--- src/rtl/usb_rx_pkg.sv ---
// Shared bus levels, FSM state type and parameter defaults for the USB receive front end.
package usb_rx_pkg;

  localparam logic [1:0] BUS_SE0 = 2'b00;
  localparam logic [1:0] BUS_K   = 2'b01;
  localparam logic [1:0] BUS_J   = 2'b10;
  localparam logic [1:0] BUS_ILL = 2'b11;

  localparam int SYNC_ZEROS_DEF  = 7;
  localparam int STUFF_LIMIT_DEF = 6;

  typedef enum logic [2:0] {IDLE, SYNC, DATA, EOP, ERR} rx_state_t;

  function automatic logic [2:0] sat_inc3(input logic [2:0] v);
    return (v == 3'd7) ? v : v + 3'd1;
  endfunction

endpackage

--- src/rtl/rx_unstuff.sv ---
// Consecutive-ones tracker: marks the bit after STUFF_LIMIT ones as stuffed (dropped).
// USB_RX_STUFF_CHECK_EN: when defined, a one in the stuffed position is flagged as a violation.
module rx_unstuff
  import usb_rx_pkg::*;
#(
  parameter int STUFF_LIMIT = STUFF_LIMIT_DEF
) (
  input  logic clk,
  input  logic rst,
  input  logic clear,
  input  logic load_one,
  input  logic bit_strobe,
  input  logic bit_in,
  output logic drop,
  output logic violation
);

  logic [2:0] ones;
  logic [2:0] ones_n;
  logic       at_limit;

  assign at_limit = (ones == 3'(STUFF_LIMIT));
  assign drop     = bit_strobe && at_limit;

`ifdef USB_RX_STUFF_CHECK_EN
  assign violation = bit_strobe && at_limit && bit_in;
`else
  assign violation = 1'b0;
`endif

  // The SYNC terminating one counts toward the run, hence load_one.
  always_comb begin
    ones_n = ones;
    if (clear) begin
      ones_n = '0;
    end else if (load_one) begin
      ones_n = 3'd1;
    end else if (bit_strobe) begin
      if (at_limit || !bit_in) ones_n = '0;
      else                     ones_n = sat_inc3(ones);
    end
  end

  always_ff @(posedge clk) begin
    if (rst) ones <= '0;
    else     ones <= ones_n;
  end

endmodule

--- src/rtl/usb_rx_decoder.sv ---
// USB receive front end: SYNC detect, NRZI decode, unstuffing and EOP detect, one bus bit per clock.
// USB_RX_STUFF_CHECK_EN (in rx_unstuff): stuff violations raise rx_error instead of being dropped.
module usb_rx_decoder
  import usb_rx_pkg::*;
#(
  parameter int SYNC_ZEROS  = SYNC_ZEROS_DEF,
  parameter int STUFF_LIMIT = STUFF_LIMIT_DEF
) (
  input  logic       clk,
  input  logic       rst,
  input  logic [1:0] host_in,
  input  logic       enable,
  output logic       s_out,
  output logic       s_valid,
  output logic       pkt_start,
  output logic       pkt_end,
  output logic       rx_error,
  output rx_state_t  dbg_state
);

  // Handshake: no backpressure; s_out is meaningful only in cycles where s_valid is high,
  // and pkt_start/pkt_end/rx_error are single-cycle pulses.

  rx_state_t  state, state_n;
  logic [1:0] prev_level, prev_level_n;
  logic [2:0] zcnt, zcnt_n;
  logic       eop_two, eop_two_n;
  logic       s_out_n, s_valid_n, pkt_start_n, pkt_end_n, rx_error_n;
  logic       is_jk, dec_bit, load_one, bit_strobe, drop, violation, go_err;

  assign is_jk     = (host_in == BUS_J) || (host_in == BUS_K);
  assign dec_bit   = (host_in == prev_level);
  assign dbg_state = state;

  rx_unstuff #(.STUFF_LIMIT(STUFF_LIMIT)) u_unstuff (
    .clk        (clk),
    .rst        (rst),
    .clear      (enable),
    .load_one   (load_one),
    .bit_strobe (bit_strobe),
    .bit_in     (dec_bit),
    .drop       (drop),
    .violation  (violation)
  );

  always_comb begin
    state_n      = state;
    prev_level_n = is_jk ? host_in : prev_level;
    zcnt_n       = zcnt;
    eop_two_n    = eop_two;
    s_out_n      = 1'b0;
    s_valid_n    = 1'b0;
    pkt_start_n  = 1'b0;
    pkt_end_n    = 1'b0;
    rx_error_n   = 1'b0;
    load_one     = 1'b0;
    bit_strobe   = 1'b0;
    go_err       = 1'b0;
    if (enable) begin
      state_n      = IDLE;
      prev_level_n = BUS_J;
      zcnt_n       = '0;
      eop_two_n    = 1'b0;
    end else begin
      unique case (state)
        IDLE: begin
          if (is_jk && !dec_bit) begin
            zcnt_n  = 3'd1;
            state_n = SYNC;
          end
        end
        SYNC: begin
          if (!is_jk) begin
            go_err = 1'b1;
          end else if (dec_bit) begin
            if (zcnt == 3'(SYNC_ZEROS)) begin
              pkt_start_n = 1'b1;
              load_one    = 1'b1;
              state_n     = DATA;
            end else begin
              go_err = 1'b1;
            end
          end else if (zcnt == 3'(SYNC_ZEROS)) begin
            go_err = 1'b1;
          end else begin
            zcnt_n = sat_inc3(zcnt);
          end
        end
        DATA: begin
          if (host_in == BUS_SE0) begin
            state_n   = EOP;
            eop_two_n = 1'b0;
          end else if (!is_jk) begin
            go_err = 1'b1;
          end else begin
            bit_strobe = 1'b1;
            if (violation) begin
              go_err = 1'b1;
            end else if (!drop) begin
              s_out_n   = dec_bit;
              s_valid_n = 1'b1;
            end
          end
        end
        EOP: begin
          if (host_in == BUS_J) begin
            pkt_end_n = 1'b1;
            state_n   = IDLE;
          end else if (host_in == BUS_SE0 && !eop_two) begin
            eop_two_n = 1'b1;
          end else begin
            go_err = 1'b1;
          end
        end
        ERR: begin
          if (host_in == BUS_J) state_n = IDLE;
        end
        default: state_n = IDLE;
      endcase
      if (go_err) begin
        state_n    = ERR;
        rx_error_n = 1'b1;
      end
    end
  end

  always_ff @(posedge clk) begin
    if (rst) begin
      state      <= IDLE;
      prev_level <= BUS_J;
      zcnt       <= '0;
      eop_two    <= 1'b0;
      s_out      <= 1'b0;
      s_valid    <= 1'b0;
      pkt_start  <= 1'b0;
      pkt_end    <= 1'b0;
      rx_error   <= 1'b0;
    end else begin
      state      <= state_n;
      prev_level <= prev_level_n;
      zcnt       <= zcnt_n;
      eop_two    <= eop_two_n;
      s_out      <= s_out_n;
      s_valid    <= s_valid_n;
      pkt_start  <= pkt_start_n;
      pkt_end    <= pkt_end_n;
      rx_error   <= rx_error_n;
    end
  end

endmodule
--- config.mk ---
export PLATFORM = sky130hd
export DESIGN_NAME = usb_rx_decoder
export DESIGN_NICKNAME = d
export VERILOG_FILES = /design/src/rtl/usb_rx_pkg.sv /design/src/rtl/rx_unstuff.sv /design/src/rtl/usb_rx_decoder.sv
export SDC_FILE = /design/constraint.sdc
export NUM_CORES = 1
export LEC_CHECK = 0
export ABC_AREA = 1
export ABC_CLOCK_PERIOD_IN_PS = 1900
export BUFFER_PORTS_ARGS = -buffer_cell sky130_fd_sc_hd__buf_2
export CAP_MARGIN = 20
export CORE_AREA = 2 2 59 61
export CTS_BUF_LIST = sky130_fd_sc_hd__clkbuf_8 sky130_fd_sc_hd__clkbuf_16
export CTS_CLUSTER_DIAMETER = 40
export DETAILED_ROUTE_END_ITERATION = 7
export DIE_AREA = 0 0 61 63
export PLACE_DENSITY = 0.62
export SYNTH_ARGS = -nofsm -noshare
export SYNTH_HDL_FRONTEND = slang
export SYNTH_SLANG_ARGS = --single-unit
--- constraint.sdc ---
create_clock -name clk -period 1.9 [get_ports clk]
set_input_delay 0.38 -clock clk [delete_from_list [all_inputs] [get_ports clk]]
set_output_delay 0.38 -clock clk [all_outputs]
set_load 0.005 [all_outputs]
After elaboration in Yosys (flattened, before gate mapping)

Cells that the tools add are included.

Output and inout bits: 8
Word-level logic and storage cells: 111
Flip-flop bits (word level): 17
Input port bits: 5

Eq/ne operators: 28
Add/subtract/negate cells: 2
Multiplexer cells: 41
Reductions and logical operators: 25
Bitwise logic cells: 3

Operator list:

| kind                  | number |
|---|---|
| $mux W3               | 12 |
| $mux W1               | 25 |
| $ne A2 B2 Y1 const B  | 8 |
| $eq A3 B3 Y1 const B  | 4 |
| $ne A3 B3 Y1 const B  | 4 |
| $pmux W3 S4           | 1 |
| $reduce_and A6 Y1     | 2 |
| $reduce_or A3 Y1      | 3 |
| $add A3 B1 Y3 const B | 2 |
| $eq A3 B2 Y1 const B  | 2 |
| $ne A2 B1 Y1 const B  | 3 |
| $ne A3 B2 Y1 const B  | 2 |
| $pmux W3 S2           | 1 |
| $reduce_bool A2 Y1    | 3 |
| $reduce_or A6 Y1      | 1 |
| $reduce_and A5 Y1     | 1 |
| $reduce_or A5 Y1      | 1 |
| $reduce_and A2 Y1     | 2 |
| $reduce_and A4 Y1     | 1 |
| $reduce_or A2 Y1      | 2 |
| $eq A3 B1 Y1 const B  | 1 |
| $logic_and A1 B1 Y1   | 3 |
| $logic_not A3 Y1      | 1 |
| $ne A3 B1 Y1 const B  | 1 |
| 9 further kinds       | 13 |

Depth between registers and ports, before layout

Word-level depth: 8
Gate-level depth with buffers: 13
Gate-level depth less buffers: 13

Modules after synthesis

From an unflattened synthesis, not the netlist that was laid out.

Cell total of the unflattened synthesis: 151
Area total of the unflattened synthesis: 1058.5 µm²

By module, submodules not included:

| module         | cells each | instances | area each (µm²) | sequential area each (µm²) |
|---|---|---|---|---|
| usb_rx_decoder | 120        | 1         | 847.1           | 280.3 |
| rx_unstuff     | 31         | 1         | 211.5           | 60.1 |

Worst setup path before layout

OpenSTA, ideal clock, no wires.

Path type: in2reg
Start point: input port host_in[0]
End point: register u_unstuff.ones[0]
Path buffers: 1
Data required time: 1.779 ns
Stages: 12
Setup slack: 0.415 ns
Setup time: 0.121 ns
Data arrival time: 1.364 ns
Cell sequence: inv_2 -> ha_1 -> buf_6 -> inv_4 -> nor2_4 -> nand2_2 -> nor2_4 -> inv_2 -> nand2_1 -> nand2_1 -> nand2_1 -> a21oi_1

Longest elaborated chain between the ends: 8
Elaborated cells between the ends (all ways): 21
Classes of those cells: eq/ne: 4; mux: 11; reduce/logical: 6

Ends and longest elaborated chain:

| what                                                | RTL line             | source |
|---|---|---|
| from (decl)                                         | usb_rx_decoder.sv:11 | `input logic [1:0] host_in,` |
| $eq A2 B2 Y1 / $eq A2 B1 Y1 (equally long branches) | usb_rx_decoder.sv:31 | `assign is_jk = (host_in == BUS_J) \|\| (host_in == BUS_K);` |
| $logic_or A1 B1 Y1 *                                | usb_rx_decoder.sv:31 |  |
| net is_jk                                           | usb_rx_decoder.sv:29 | `logic is_jk, dec_bit, load_one, bit_strobe, drop, violation, go_err;` |
| $mux W1                                             | usb_rx_decoder.sv:93 | `end else if (!is_jk) begin` |
| $mux W1                                             | usb_rx_decoder.sv:90 | `if (host_in == BUS_SE0) begin` |
| $mux W1                                             | usb_rx_decoder.sv:65 | `unique case (state)` |
| $mux W1                                             | usb_rx_decoder.sv:59 | `if (enable) begin` |
| $reduce_bool A2 Y1 (no line)                        | --                   |  |
| $reduce_and A2 Y1 (no line)                         | --                   |  |
| to (signal assigned)                                | rx_unstuff.sv:46     | `else ones <= ones_n;` |
| to (decl)                                           | rx_unstuff.sv:18     | `logic [2:0] ones;` |

Mark *: on every way through the listed nets, which the timed path passes. The rest lies on a longest branch. The select of a mux whose other input is x is not followed.
A chain may end at the register's enable or synchronous reset.

Final worst setup path

Start point: register zcnt[0]
End point: register state[1], in the netlist dbg_state[1]

Longest elaborated chain between the ends: 7
Elaborated cells between the ends (all ways): 10
Classes of those cells: eq/ne: 2; mux: 6; reduce/logical: 2

Ends and longest elaborated chain:

| what                       | RTL line                                   | source |
|---|---|---|
| from (decl)                | usb_rx_decoder.sv:26                       | `logic [2:0] zcnt, zcnt_n;` |
| from (signal assigned)     | usb_rx_decoder.sv:141                      | `zcnt <= zcnt_n;` |
| $eq A3 B3 Y1 *             | usb_rx_decoder.sv:76, usb_rx_decoder.sv:83 |  |
| $mux W1 (on tied branches) | usb_rx_decoder.sv:83, usb_rx_decoder.sv:76 |  |
| $mux W1                    | usb_rx_decoder.sv:75                       | `end else if (dec_bit) begin` |
| $mux W1                    | usb_rx_decoder.sv:73                       | `if (!is_jk) begin` |
| $pmux W1 S3                | usb_rx_decoder.sv:65                       |  |
| $mux W1                    | usb_rx_decoder.sv:59                       |  |
| $reduce_or A3 Y1 (no line) | --                                         |  |
| to (signal assigned)       | usb_rx_decoder.sv:139                      | `state <= state_n;` |
| to (decl)                  | usb_rx_decoder.sv:24                       | `rx_state_t state, state_n;` |

Mark *: on every way between the ends. The rest lies on a longest branch, timed or not. The select of a mux whose other input is x is not followed.

==> run_results.csv <==
group,metric,value,unit
sta,rsz0062_at_grt,"false",
global_routing,groute.usage.overall,0.130,
global_routing,overflow,0,
cts,postCtsSetupBuffers,0,
sta,fin_crit_sh,0.856,
floorplanning,core,0.00323,sq mm
synth,ys_top_cells_by_count,"nand2_1 (28), dfxtp_1 (17), inv_1 (14), nor2_1 (13)",
sta,report.final.slew_viol_count,0,
sta,slew_headroom,0.722,
synth,syn_inst,144,
synth,async_flop_share,0,
pwr,p_leak,0.575,nW
global_routing,antenna_found_initial,0,
layout,fin_nets,173,
synth,yosysTopAreaCell,"dfxtp_1",
worst_setup_path,cp.required,2.08,ns
drt,routedWlPerCell,10.3,um
drt,ant_nets,0,
cts,htree_levels,1,
worst_setup_path,critPathMaxFanout,3,
sta,finalSetupTns,0,ns
worst_setup_path,rr_worst_depth,8,
cts,cts_resized,0,
synth,synth-seq-area-share,0.314,
sta,hold_violations,0,
sta,tightest_slew,0.416,ns
drt,drt_iter0_markers,12,
cts,cts_tree,"done",
synth,ys_ff_latch,17,
global_routing,grt.met2_usage,0.212,
worst_setup_path,critPathArrivalTime,1.81,ns
layout,area_growth,12.6,%
floorplanning,rows,21,
pwr,power.density,644,mW/mm^2
layout,fin_util,0.378,
cts,cts_made_buffers,3,
placement,dp_hpwl,1.74,mm
floorplanning,die_h,63,um
drt,vias_per_cell,4.60,
sta,setup_viol,0,
synth,synth_top_area_share,0.314,
min_path,worstHoldPathCells,2,
floorplanning,dieArea,0.00384,sq mm
sta,finalClockSkew,0.00265,ns
cts,cts_root_buf,"clkbuf_8",
global_routing,grt_pass1_vias,922,
synth,synth.area.top_cells,"dfxtp_1 (31%), ha_1 (10%), nand2_1 (9.7%)",
floorplanning,start_util,0.336,
cts,cts.sinks,17,
cts,holdBufCountCts,0,
cts,clk_pin_slew_worst_paths,0.06,ns
synth,synth_cell_types,25,
global_routing,use_met1,0.164,
floorplanning,ios,13,
worst_setup_path,start_kind,"flop",
layout,drive_above_1_share,0.285,
job,cap_viol_max_count,0,
cts,clk_latency,0.25,ns
cts,clockBufferDepth,2,
min_path,hp-class,"in2reg",
synth,ys.flop_type,"dfxtp_1",
drt,vias,938,
sta,min_period,1.63,ns
worst_setup_path,path_class,"reg2reg",
layout,num-fill-cells,354,
global_routing,grt_pass1_wl,3.87,mm
synth,synth-edff-count,0,
global_routing,grt_max_degree,10,
synth,yosysWarnings,0,
layout,antenna_cells,0,
pwr,irDropWorstVdd,0.415,mV
synth,syn_area,0.00108,sq mm
drt,dr.pass1.iters,4,
floorplanning,die_w,61,um
synth,synth_nets,158,
synth,yosysMostFrequentCell,"nand2_1",
run_status,status,"finished clean",
placement,gp_congestion,0.845,
global_routing,use_met3,0.0186,
synth,syn_avg_cell_area,7.53,sq um
worst_setup_path,end_kind,"flop",
drt,drt_wl_total,2.10,mm
placement,portBuffers,12,
global_routing,grt_busiest_layer,"met2",
drt,drc,0,
sta,max_freq,615,MHz
## power by group
part / internal [mW] / total (mW) / switching, mW
logic: 0.0521 / 0.147 / 0.0951
registers: 0.365 / 0.378 / 0.0135
clock network: 0.143 / 0.261 / 0.118
## routing by layer
metal	part of all wire	routed length (um)	vias up
met4	0.023	48	0
met2	0.52	1090	11
met3	0.019	40	5
li1	-	-	493
met1	0.44	921	429
met5	0	0	-
## state kept, by name, summed over array words and instances (netlist names)
name and count:
rx_error 1, eop_two 1, s_out 1, u_unstuff.ones 3
s_valid 1, zcnt 3, dbg_state 3, pkt_start 1
pkt_end 1, prev_level 2
## area by class of cell
type,instances,area (sq um),share of cell area
Multi-Input combinational cell,103,628,0.514
Inverter,21,82.6,0.0676
Timing Repair Buffer,13,67.6,0.0553
Clock buffer,3,41.3,0.0338
Clock inverter,1,3.75,0.00307
Tap cell,46,57.6,0.0471
Sequential cell,17,340,0.279
## per-stage QoR
stage / std cells / hold slack, ns / worst slack, ns / power, mW / instance area (sq um)
after floorplan: 144 / 0.437 / 0.415 / 0.507 / 1080
after global placement: 200 / 0.453 / 0.151 / 0.530 / 1180
after detailed placement: 200 / 0.492 / 0.0746 / 0.534 / 1180
after CTS: 204 / 0.299 / 0.271 / 0.800 / 1220
after global routing: 204 / 0.316 / 0.117 / 0.835 / 1220
final: 204 / 0.303 / 0.274 / 0.786 / 1220
## kinds of logic (layout without fill, tap and decap cells)
family,count (synthesis),in the layout,share of synthesized area
fa+ha+maj,9,9,0.104
compound gates,20,20,0.108
buf+inv,24,38,0.107
flops,17,17,0.314
simple gates,74,74,0.367
## cell usage in the layout, fill, tap and decap left out, types with 5 or more instances in the layout
| cell | netlist | final |
|---|---|---|
| nand2_1 | 28 | 28 |
| dfxtp_1 | 17 | 17 |
| inv_1 | 14 | 15 |
| nor2_1 | 13 | 13 |
| buf_2 | 0 | 12 |
| a21oi_1 | 9 | 9 |
| ha_1 | 9 | 9 |
| nor2_2 | 7 | 7 |
| nand3_1 | 6 | 6 |
| o21ai_0 | 6 | 6 |
| inv_2 | 5 | 5 |
| nand4_1 | 5 | 5 |
## path summary, 6_finish.rpt
path                                            from                        end  slack (ns)
worst min register to register  eop_two$_SDFFE_PP0P_       eop_two$_SDFFE_PP0P_        0.49
worst min-delay path                             rst       pkt_start$_SDFF_PP0_        0.30
worst max register to register  zcnt[0]$_SDFFE_PP0P_  dbg_state[1]$_SDFFE_PP0P_        0.27
worst max-delay path            zcnt[0]$_SDFFE_PP0P_  dbg_state[1]$_SDFFE_PP0P_        0.27
## critical path, cell delays in order, from the launching register on
cell     delay (ns)
dfxtp_1        0.33
ha_1           0.20
ha_1           0.22
ha_1           0.28
nor2_1         0.13
o21ai_2        0.08
nor2_2         0.12
nand2_1        0.08
a21oi_1        0.12
Note: power is estimated with default switching activity, not from simulation.
